### config.mk
export PLATFORM = sky130hd
export DESIGN_NAME = uart_block_rx_flat
export DESIGN_NICKNAME = d
export VERILOG_FILES = /design/src/rtl/uart_pkg.sv /design/src/rtl/uart_block_rx_if.sv /design/src/rtl/uart_rx_char.sv /design/src/rtl/uart_block_rx.sv /design/src/flat_wrapper.sv
export SDC_FILE = /design/constraint.sdc
export NUM_CORES = 1
export LEC_CHECK = 0
export BUFFER_PORTS_ARGS = -buffer_cell sky130_fd_sc_hd__buf_2
export CAP_MARGIN = 20
export CORE_UTILIZATION = 50
export CTS_CLUSTER_SIZE = 10
export DETAILED_ROUTE_END_ITERATION = 10
export PLACE_DENSITY_LB_ADDON = 0.25
export SYNTH_ARGS = -nofsm -noshare
export SYNTH_HDL_FRONTEND = slang
export SYNTH_HIERARCHICAL = 1
export SYNTH_SLANG_ARGS = --single-unit
### constraint.sdc
create_clock -name clk -period 2.43 [get_ports clk]
set_input_delay 0.1215 -clock clk [delete_from_list [all_inputs] [get_ports clk]]
set_output_delay 0.1215 -clock clk [all_outputs]
set_load 0.02 [all_outputs]
### src/rtl/uart_pkg.sv
// Shared types and helpers for the block UART receiver: parity modes, receiver FSM states,
// baud divisor and 3-sample majority vote.
package uart_pkg;

  typedef enum logic [1:0] {
    PAR_NONE = 2'd0,
    PAR_ODD  = 2'd1,
    PAR_EVEN = 2'd2
  } parity_e;

  typedef enum logic [2:0] {
    IDLE,
    START,
    DATA,
    PARITY,
    STOP,
    WAIT_HIGH
  } rx_state_e;

  // Clock cycles per oversample tick, truncated.
  function automatic int baud_div(input int clk_hz, input int baud, input int os);
    return clk_hz / (baud * os);
  endfunction

  function automatic logic maj3(input logic a, input logic b, input logic c);
    return (a & b) | (a & c) | (b & c);
  endfunction

endpackage

### src/rtl/uart_block_rx_if.sv
// Block output channel: assembled block with valid/ready; master drives block and valid,
// slave drives ready.
interface uart_block_rx_if #(
  parameter int WIDTH = 64
) ();

  logic [WIDTH-1:0] block_out;
  logic             block_valid;
  logic             block_ready;

  modport master (
    output block_out,
    output block_valid,
    input  block_ready
  );

  modport slave (
    input  block_out,
    input  block_valid,
    output block_ready
  );

endinterface

### src/rtl/uart_rx_char.sv
// Single-character UART receiver: 2-FF sync, oversample tick, majority vote, optional parity.
// Latency: char/errors pulse one cycle after the stop-bit vote; no backpressure (line is free-running).
module uart_rx_char #(
  parameter int CLK_FREQ   = 100_000_000,
  parameter int BAUD       = 9600,
  parameter int OVERSAMPLE = 16,
  parameter int DATA_BITS  = 8,
  parameter int PARITY     = 0
) (
  input  logic                 clk,
  input  logic                 rst,
  input  logic                 rxd,
  output logic [DATA_BITS-1:0] char_dat,
  output logic                 char_vld,
  output logic                 frame_err,
  output logic                 parity_err,
  output logic                 start_det,
  output logic                 idle_bit
);
  import uart_pkg::*;

  localparam int DIV     = baud_div(CLK_FREQ, BAUD, OVERSAMPLE);
  localparam int DW      = (DIV > 1) ? $clog2(DIV) : 1;
  localparam int SW      = $clog2(OVERSAMPLE);
  localparam int BW      = $clog2(DATA_BITS);
  localparam bit HAS_PAR = (PARITY != int'(PAR_NONE));
  localparam bit ODD_PAR = (PARITY == int'(PAR_ODD));

  localparam logic [SW-1:0] S_V0  = SW'(OVERSAMPLE / 2 - 1);
  localparam logic [SW-1:0] S_V1  = SW'(OVERSAMPLE / 2);
  localparam logic [SW-1:0] S_V2  = SW'(OVERSAMPLE / 2 + 1);
  localparam logic [SW-1:0] S_END = SW'(OVERSAMPLE - 1);

  logic                 sync1, sync2, rx_prev;
  logic [DW-1:0]        div_cnt;
  logic [SW-1:0]        samp_cnt;
  logic                 tick, restart;
  logic                 at_v0, at_v1, at_v2, at_end;
  logic                 v0, v1, vote;

  rx_state_e            state, state_n;
  logic [BW-1:0]        bit_idx, bit_idx_n;
  logic [DATA_BITS-1:0] shreg, shreg_n;
  logic                 par_bit, par_bit_n;
  logic                 par_ok;
  logic                 char_vld_n, frame_err_n, parity_err_n;

  assign tick    = (div_cnt == DW'(DIV - 1));
  assign at_v0   = tick && (samp_cnt == S_V0);
  assign at_v1   = tick && (samp_cnt == S_V1);
  assign at_v2   = tick && (samp_cnt == S_V2);
  assign at_end  = tick && (samp_cnt == S_END);
  assign vote    = maj3(v0, v1, sync2);
  assign restart = (state == IDLE) && rx_prev && !sync2;
  assign par_ok  = ((^shreg) ^ par_bit) == ODD_PAR;

  assign char_dat  = shreg;
  assign start_det = restart;
  // Bit-time strobe while idle, used by the parent's partial-block timeout.
  assign idle_bit  = (state == IDLE) && at_end;

  always_ff @(posedge clk) begin
    if (rst) begin
      sync1    <= 1'b1;
      sync2    <= 1'b1;
      rx_prev  <= 1'b1;
      div_cnt  <= '0;
      samp_cnt <= '0;
      v0       <= 1'b0;
      v1       <= 1'b0;
    end else begin
      sync1   <= rxd;
      sync2   <= sync1;
      rx_prev <= sync2;
      if (restart) begin
        div_cnt  <= '0;
        samp_cnt <= '0;
      end else begin
        div_cnt <= tick ? '0 : div_cnt + DW'(1);
        if (tick) samp_cnt <= (samp_cnt == S_END) ? '0 : samp_cnt + SW'(1);
      end
      if (at_v0) v0 <= sync2;
      if (at_v1) v1 <= sync2;
    end
  end

  always_ff @(posedge clk) begin
    if (rst) begin
      state      <= IDLE;
      bit_idx    <= '0;
      shreg      <= '0;
      par_bit    <= 1'b0;
      char_vld   <= 1'b0;
      frame_err  <= 1'b0;
      parity_err <= 1'b0;
    end else begin
      state      <= state_n;
      bit_idx    <= bit_idx_n;
      shreg      <= shreg_n;
      par_bit    <= par_bit_n;
      char_vld   <= char_vld_n;
      frame_err  <= frame_err_n;
      parity_err <= parity_err_n;
    end
  end

  always_comb begin
    state_n      = state;
    bit_idx_n    = bit_idx;
    shreg_n      = shreg;
    par_bit_n    = par_bit;
    char_vld_n   = 1'b0;
    frame_err_n  = 1'b0;
    parity_err_n = 1'b0;
    case (state)
      IDLE: begin
        if (restart) state_n = START;
      end
      START: begin
        if (at_v1 && sync2) begin
          state_n = IDLE;
        end else if (at_end) begin
          state_n   = DATA;
          bit_idx_n = '0;
        end
      end
      DATA: begin
        if (at_v2) shreg_n = {vote, shreg[DATA_BITS-1:1]};
        if (at_end) begin
          if (bit_idx == BW'(DATA_BITS - 1)) state_n = HAS_PAR ? uart_pkg::PARITY : STOP;
          else bit_idx_n = bit_idx + BW'(1);
        end
      end
      uart_pkg::PARITY: begin
        if (at_v2) par_bit_n = vote;
        if (at_end) state_n = STOP;
      end
      STOP: begin
        // Decide at the mid-bit vote so the next start edge is never missed.
        if (at_v2) begin
          frame_err_n  = !vote;
          parity_err_n = HAS_PAR && !par_ok;
          char_vld_n   = vote && !(HAS_PAR && !par_ok);
          state_n      = vote ? IDLE : WAIT_HIGH;
        end
      end
      WAIT_HIGH: begin
        if (sync2) state_n = IDLE;
      end
      default: state_n = IDLE;
    endcase
  end

endmodule

### src/rtl/uart_block_rx.sv
// UART receiver assembling BLOCK_BYTES chars into one block, with one-block skid and idle timeout.
// Latency: block_valid one cycle after the last char; backpressure: output + skid held, third block dropped.
module uart_block_rx #(
  parameter int CLK_FREQ     = 100_000_000,
  parameter int BAUD         = 9600,
  parameter int OVERSAMPLE   = 16,
  parameter int DATA_BITS    = 8,
  parameter int PARITY       = 0,
  parameter int BLOCK_BYTES  = 8,
  parameter int TIMEOUT_BITS = 20
) (
  input  logic                             clk,
  input  logic                             rst,
  input  logic                             rxd_data_in,
  uart_block_rx_if.master                  blk,
  output logic [$clog2(BLOCK_BYTES+1)-1:0] byte_count,
  output logic                             frame_err,
  output logic                             parity_err,
  output logic                             overrun,
  output logic                             timeout_err
);
  import uart_pkg::*;

  localparam int W  = BLOCK_BYTES * DATA_BITS;
  localparam int CW = $clog2(BLOCK_BYTES + 1);
  localparam int IW = $clog2(TIMEOUT_BITS + 1);

  logic [DATA_BITS-1:0] char_dat;
  logic                 char_vld, start_det, idle_bit;

  logic [W-1:0]  asm_reg, asm_n, new_blk;
  logic [CW-1:0] bc_n;
  logic [IW-1:0] idle_cnt, idle_n;
  logic [W-1:0]  out_reg, out_n, skid_reg, skid_n;
  logic          out_vld, out_vld_n, skid_vld, skid_vld_n;
  logic          overrun_n, timeout_n, accept, blk_done;

  uart_rx_char #(
    .CLK_FREQ   (CLK_FREQ),
    .BAUD       (BAUD),
    .OVERSAMPLE (OVERSAMPLE),
    .DATA_BITS  (DATA_BITS),
    .PARITY     (PARITY)
  ) u_char (
    .clk        (clk),
    .rst        (rst),
    .rxd        (rxd_data_in),
    .char_dat   (char_dat),
    .char_vld   (char_vld),
    .frame_err  (frame_err),
    .parity_err (parity_err),
    .start_det  (start_det),
    .idle_bit   (idle_bit)
  );

  assign blk.block_out   = out_reg;
  assign blk.block_valid = out_vld;
  assign accept          = out_vld && blk.block_ready;
  // Earlier chars shift toward the MS end, so the first char lands in the top slot.
  assign new_blk         = W'({asm_reg, char_dat});

  always_comb begin
    asm_n      = asm_reg;
    bc_n       = byte_count;
    idle_n     = idle_cnt;
    out_n      = out_reg;
    out_vld_n  = out_vld;
    skid_n     = skid_reg;
    skid_vld_n = skid_vld;
    overrun_n  = 1'b0;
    timeout_n  = 1'b0;
    blk_done   = 1'b0;

    if (accept) begin
      if (skid_vld) begin
        out_n      = skid_reg;
        skid_vld_n = 1'b0;
      end else begin
        out_vld_n = 1'b0;
      end
    end

    if (char_vld) begin
      asm_n = new_blk;
      if (byte_count == CW'(BLOCK_BYTES - 1)) begin
        blk_done = 1'b1;
        bc_n     = '0;
      end else begin
        bc_n = byte_count + CW'(1);
      end
    end

    if (blk_done) begin
      if (!out_vld_n) begin
        out_n     = new_blk;
        out_vld_n = 1'b1;
      end else if (!skid_vld_n) begin
        skid_n     = new_blk;
        skid_vld_n = 1'b1;
      end else begin
        overrun_n = 1'b1;
      end
    end

    if (start_det) begin
      idle_n = '0;
    end else if (idle_bit && (byte_count != '0)) begin
      if (idle_cnt == IW'(TIMEOUT_BITS - 1)) begin
        timeout_n = 1'b1;
        bc_n      = '0;
        idle_n    = '0;
      end else begin
        idle_n = idle_cnt + IW'(1);
      end
    end
  end

  always_ff @(posedge clk) begin
    if (rst) begin
      asm_reg     <= '0;
      byte_count  <= '0;
      idle_cnt    <= '0;
      out_reg     <= '0;
      out_vld     <= 1'b0;
      skid_reg    <= '0;
      skid_vld    <= 1'b0;
      overrun     <= 1'b0;
      timeout_err <= 1'b0;
    end else begin
      asm_reg     <= asm_n;
      byte_count  <= bc_n;
      idle_cnt    <= idle_n;
      out_reg     <= out_n;
      out_vld     <= out_vld_n;
      skid_reg    <= skid_n;
      skid_vld    <= skid_vld_n;
      overrun     <= overrun_n;
      timeout_err <= timeout_n;
    end
  end

endmodule

### src/flat_wrapper.sv
// flat-port wrapper written by rule: the top's interface ports become plain ports
module uart_block_rx_flat import uart_pkg::*;
#(
  parameter int CLK_FREQ     = 100_000_000,
  parameter int BAUD         = 9600,
  parameter int OVERSAMPLE   = 16,
  parameter int DATA_BITS    = 8,
  parameter int PARITY       = 0,
  parameter int BLOCK_BYTES  = 8,
  parameter int TIMEOUT_BITS = 20
)
  (clk, rst, rxd_data_in, byte_count, frame_err, parity_err, overrun, timeout_err, blk_block_out, blk_block_valid, blk_block_ready);
  uart_block_rx_if #(.WIDTH(64)) blk_i ();
  input  logic clk;
  input  logic rst;
  input  logic rxd_data_in;
  output logic [$clog2(BLOCK_BYTES+1)-1:0] byte_count;
  output logic frame_err;
  output logic parity_err;
  output logic overrun;
  output logic timeout_err;
  output wire logic [$bits(blk_i.block_out)-1:0] blk_block_out;
  output wire logic [$bits(blk_i.block_valid)-1:0] blk_block_valid;
  input wire logic [$bits(blk_i.block_ready)-1:0] blk_block_ready;
  assign blk_block_out = blk_i.block_out;
  assign blk_block_valid = blk_i.block_valid;
  assign blk_i.block_ready = blk_block_ready;
  uart_block_rx #(.CLK_FREQ(CLK_FREQ), .BAUD(BAUD), .OVERSAMPLE(OVERSAMPLE), .DATA_BITS(DATA_BITS), .PARITY(PARITY), .BLOCK_BYTES(BLOCK_BYTES), .TIMEOUT_BITS(TIMEOUT_BITS)) u_core (.clk(clk), .rst(rst), .rxd_data_in(rxd_data_in), .blk(blk_i), .byte_count(byte_count), .frame_err(frame_err), .parity_err(parity_err), .overrun(overrun), .timeout_err(timeout_err));
endmodule
# Word-level counts from Yosys, hierarchy flattened
# Cells that the tools add are included.
dict set report totals {
  reg_bits 232
  out_inout_bits 73
}
dict set report classes {
  add_sub_neg 5
  n_eq_ne 23
  n_mux 36
  bitwise_logic 11
  n_reduce_logical 24
}
# op n
set ops {}
lappend ops {{$mux 64} 4}
lappend ops {{$mux 3} 13}
lappend ops {{$mux 4} 6}
lappend ops {{$pmux 3 s6} 1}
lappend ops {{$ne 2x2->1 const B} 8}
lappend ops {{$eq 4x4->1 const B} 3}
lappend ops {{$reduce_or 3->1} 4}
lappend ops {{$add 10x1->10 const B} 1}
lappend ops {{$eq 10x10->1 const B} 1}
lappend ops {{$logic_and 1x1->1} 10}
lappend ops {{$mux 1} 10}
lappend ops {{$eq 3x3->1 const B} 3}
lappend ops {{$add 4x1->4 const B} 2}
lappend ops {{$eq 4x3->1 const B} 2}
lappend ops {{$reduce_and 7->1} 1}
lappend ops {{$eq 3x2->1 const B} 2}
lappend ops {{$not 1->1} 6}
lappend ops {{$pmux 3 s2} 1}
lappend ops {{$add 5x1->5 const B} 1}
lappend ops {{$eq 5x5->1 const B} 1}
lappend ops {{$mux 5} 1}
lappend ops {{$reduce_and 5->1} 1}
lappend ops {{$reduce_bool 4->1} 1}
lappend ops {{$add 3x1->3 const B} 1}
lappend ops {{11 further kinds} 15}

# Logic depth before layout (Yosys ltp)
dict set report logic_depth {
  depth_word 6
  ltp_mapped 8
  depth_no_buf 7
}

# By module
# The synthesis kept the hierarchy.
# mod n_inst cells_per_inst area_per_inst_um2 seq_area_each_um2
set by_module_without_submodules {}
lappend by_module_without_submodules {uart_block_rx 1 905 8261.7 3943.8}
lappend by_module_without_submodules {uart_rx_char 1 178 1660.3 700.7}

# Least setup slack after synthesis
# OpenSTA, ideal clock, no wires.
dict set report synth_path {
  kind {reg-to-reg}
  from {register u_core.u_char.div_cnt[5]}
  to {register u_core.idle_cnt[4]}
  arrival_time_ns 1.924
  required_time_ns 2.356
  slack_ns 0.432
  path_stages_with_launch 8
  path_buffers 1
  synth_period_minus_slack_ns 1.998
  cell_sequence {dfxtp_1 nor4b_4 nand4_2 buf_6 nor3_1 nand2_1 or4_1 a31oi_1}
}
dict set report synth_via {
  elab_chain_cells 4
}
# element line
set synth_rtl {}
lappend synth_rtl {{start, declared} uart_rx_char.sv:35} ;# logic [DW-1:0] div_cnt;
lappend synth_rtl {{start signal, assigned} uart_rx_char.sv:79} ;# div_cnt <= tick ? '0 : div_cnt + DW'(1);
lappend synth_rtl {{$eq 10x10->1} uart_rx_char.sv:48} ;# assign tick = (div_cnt == DW'(DIV - 1));
lappend synth_rtl {{$logic_and 1x1->1} uart_rx_char.sv:52} ;# assign at_end = tick && (samp_cnt == S_END);
lappend synth_rtl {{$logic_and 1x1->1} uart_rx_char.sv:60} ;# assign idle_bit = (state == IDLE) && at_end;
lappend synth_rtl {{named net u_core.idle_bit} uart_block_rx.sv:29} ;# logic char_vld, start_det, idle_bit;
lappend synth_rtl {{$logic_and 1x1->1} uart_block_rx.sv:107} ;# end else if (idle_bit && (byte_count != '0)) begin
lappend synth_rtl {{end signal, assigned} uart_block_rx.sv:132} ;# idle_cnt <= idle_n;
lappend synth_rtl {{end, declared} uart_block_rx.sv:33} ;# logic [IW-1:0] idle_cnt, idle_n;
# The timed path passes the listed nets, and every way through them passes these cells.
# A chain may end at the register's enable or synchronous reset.

# Final worst setup path
dict set report layout_path {
  from {register u_core.u_char.bit_idx[0]}
  to {register u_core.u_char.bit_idx[0]}
}
dict set report layout_via {
  elab_chain_cells 4
  elab_cells_between_ends 7
  classes_between {add/sub (1); eq/ne (2); mux (3); reduce/logical (1)}
}
# element line
set layout_rtl {}
lappend layout_rtl {{start, declared} uart_rx_char.sv:42} ;# logic [BW-1:0] bit_idx, bit_idx_n;
lappend layout_rtl {{start signal, assigned} uart_rx_char.sv:98} ;# bit_idx <= bit_idx_n;
lappend layout_rtl {{$add 3x1->3} uart_rx_char.sv:131} ;# else bit_idx_n = bit_idx + BW'(1);
lappend layout_rtl {{$mux 3} uart_rx_char.sv:130} ;# if (bit_idx == BW'(DATA_BITS - 1)) state_n = HAS_PAR ? uart_pkg::PARITY : STOP;
lappend layout_rtl {{$mux 3} uart_rx_char.sv:129} ;# if (at_end) begin
lappend layout_rtl {{$pmux 3 s2} uart_rx_char.sv:115} ;# case (state)
# Several ways; a longest one is shown, not always the timed one. The select of a mux whose other input is x is not followed.

==> impl_metrics.csv <==
group,metric,value,unit
floorplanning,rows,51,
yosys,avgSynthCellArea,9.162,sq um
worst_setup_path,cp_max_fo,5,
floorplanning,start_util,0.5098,
global_route,antenna_found_initial,0,
global_route,busiest_layer,"met2",
drt,dr.pass1.iters,4,
placed_design,placed_area,10350,sq um
timing,hold_ws,0.03090,ns
floorplanning,chipWidth,142.9,um
worst_setup_path,critPathKind,"reg2reg",
timing,fin_crit_sh,0.8414,
cts,cts_sinks,232,
pwr,ir_drop,0.5109,mV
finish,final_common_cell,"nand2_1",
finish,final_area,11100,sq um
global_route,grtUsageTotal,0.2235,
drt,wirelength,22.41,mm
pwr,p_int,5.982,mW
pwr,power,7.598,mW
drt,dr_total_vias,7714,
global_route,grt-ovfl-total,0,
worst_setup_path,cp_cell_sequence,"ha_1, ha_1, or3b_2, a2111oi_4, mux2i_1, nor2_1",
placed_design,port_buffers,75,
yosys,synthCells,1083,
finish,area_growth,11.85,%
worst_setup_path,crit_path_top_delay_cell,"or3b_2",
floorplanning,ios,77,
placed_design,hpwlAfterDp,13.52,mm
timing,tightest_slew,1.046,ns
timing,drv_slew,0,
cts,root_buffer,"clkbuf_16",
yosys,yosysTopAreaCell,"dfxtp_1",
finish,n_antenna_cell,0,
global_route,grt_first_pass_wirelength,37.03,mm
pwr,p_sw,1.617,mW
worst_setup_path,crit_arrival,2.43,ns
pwr,comb_power_share,0.035,
worst_setup_path,worst_path_largest_cell_delay,0.47,ns
yosys,synth_edf_count,0,
floorplanning,core_area,19460,sq um
run_status,status,"finished clean",
timing,fin_ws,0.3855,ns
floorplanning,die_area,20410,sq um
yosys,ys.flop_type,"dfxtp_1",
cts,cts.clk_slew.worst_paths,0.05,ns
worst_setup_path,startpoint_type,"register",
global_route,gr-usage-met3,0.02549,
timing,setup_viol,0,
global_route,use_met1,0.3147,
timing,finalHoldViolCount,0,
cts,cts_inserted_buffers,27,
yosys,synthArstFlopShare,0,
placed_design,routabilityCongestion,0.7481,
finish,layout.nets,1132,
yosys,synth_top_area_share,0.4681,
min_path,hp-class,"in2reg",
global_route,grt_max_degree,82,
pwr,power_density,684.7,nW/um^2
drt,drt_iter0_drc,486,
cts,clk_latency,0.52,ns
pwr,sw_frac_of_total,0.2128,
cts,clock_tree.htree_level_count,1,
yosys,syn_area,9922,sq um
global_route,grt_pass1_vias,7156,
yosys,yosys-top-cells-area,"dfxtp_1 (47%), mux2i_1 (13%), nand2_1 (11%)",
finish,stdcell_count,1387,
pwr,p_clk_frac,0.458,
timing,slew_headroom,0.3015,
yosys,ys_types,56,
worst_setup_path,crit_path_frequent_cell,"ha_1",
placed_design,placed_cells,1352,
placed_design,place_ws,0.3848,ns
cts,cts_tree,"yes",
cts,max-clock-path-buffers,3,
pwr,pwr-share-seq,0.507,
finish,final_core_util,0.5702,
drt,vias_per_cell,5.562,
finish,drive_above_1_share,0.1328,
timing,rsz0062_at_grt,"no",
worst_setup_path,worst_ep_required_time,2.81,ns
yosys,synth-seq-cells,232,
pwr,p_leak,3.726,nW
finish,final_cell_mix,"nand2_1 (278), dfxtp_1 (230), mux2i_1 (133)",
timing,max_freq,489.1,MHz
timing,finalCriticalPeriod,2.045,ns
timing,finClkSkew,0.01096,ns
job,maxCapViolations,0,
floorplanning,die_h,142.9,um
finish,fill_cells,1720,
global_route,grt.met2_usage,0.3620,
yosys,ys.warnings.count,6,
yosys,ys_seq_area_frac,0.4681,
cts,cts-resized-gates,0,
yosys,synth_fp_nets,1097,
drt,ant_nets,0,
drt,wl_per_cell,16.16,um
cts,cts_setup_buffers,0,
worst_setup_path,worstSetupEndpointType,"register",
timing,fin_setup_tns,0,ns
drt,drc,0,
## metal layers
| layer | wire (um) | vias to the layer above |
|---|---|---|
| met5 | 0 | - |
| met4 | 440 | 0 |
| met3 | 971 | 33 |
| met2 | 10130 | 176 |
| met1 | 10870 | 3655 |
| li1 | - | 3850 |
## final cells by class
cell class | count | area, sq um | share of cell area
Tap cell | 265 | 331.6 | 0.02988
Inverter | 10 | 38.79 | 0.003495
Multi-Input combinational cell | 749 | 4736 | 0.4267
Timing Repair Buffer | 98 | 618.1 | 0.05569
Clock inverter | 1 | 30.03 | 0.002706
Sequential cell | 232 | 4649 | 0.4189
Clock buffer | 32 | 694.4 | 0.06257
## power by group through the flow
stage                     Sequential [mW]  Clock, mW  Combinational (mW)
after floorplan                      3.92          0               0.220
after global placement               3.93          0               0.263
after detailed placement             3.93          0               0.263
after CTS                            3.85       3.56               0.267
after global routing                 3.85       3.71               0.295
final                                3.85       3.48               0.266
## critical path, delay by kind of cell (launching register included)
family / cells / cell delay [ns]
simple gates: 2 / 0.52
mux: 1 / 0.23
flops: 1 / 0.32
compound gates: 1 / 0.46
fa+ha+maj: 2 / 0.39
## kinds of logic after synthesis
group	after synthesis	synth area share
AND/OR/NAND/NOR	430	0.1878
flip-flops	232	0.4681
AO/OA/AOI/OAI	163	0.1305
multiplexers	134	0.1357
buffers and inverters	102	0.05511
adder cells (fa/ha/maj)	11	0.01362
XOR/XNOR	10	0.008827
other	1	0.0003779
## worst paths after layout
| path | startpoint | endpoint | slack [ns] | cells after the start |
|---|---|---|---|---|
| worst min register to register | u_core/u_char/sync1 | u_core/u_char/sync2 | 0.42 | 1 |
| worst max register to register | u_core/u_char/bit_idx[0] | u_core/u_char/bit_idx[0] | 0.39 | 6 |
| worst min-delay path | rst | u_core/asm_reg[36] | 0.03 | 2 |
| worst max-delay path | u_core/u_char/bit_idx[0] | u_core/u_char/bit_idx[0] | 0.39 | 6 |
## synth_stat cells, types with 2 or more instances
cell type    n
xnor2_1      5
ha_1        10
o211ai_1     3
nor4_1       3
nand3_2      2
nand2b_1     6
buf_1        2
buf_2       38
or3_1        2
or2_2        6
dfxtp_1    232
o21ai_0      5
and3_1       5
nor2_1      91
and4_2       2
nand4_1      3
mux2i_1    133
clkbuf_1    43
a311oi_1    65
a211oi_1    64
nor2b_1      5
buf_12       6
nor4b_4      2
or4_1        2
o31ai_1      3
buf_6        2
a311o_1      2
inv_1       10
xor2_1       5
nor3_1       5
nand3_1      5
nand2_1    278
or3b_1       2
nor3b_1      2
a21oi_1     13
## timing repair
action | CTS | global route
setup endpoints to repair | 0 | 0
hold endpoints to repair | 3 | 0
hold buffers | 2 | 0
Note: power is estimated with default switching activity, not from simulation.
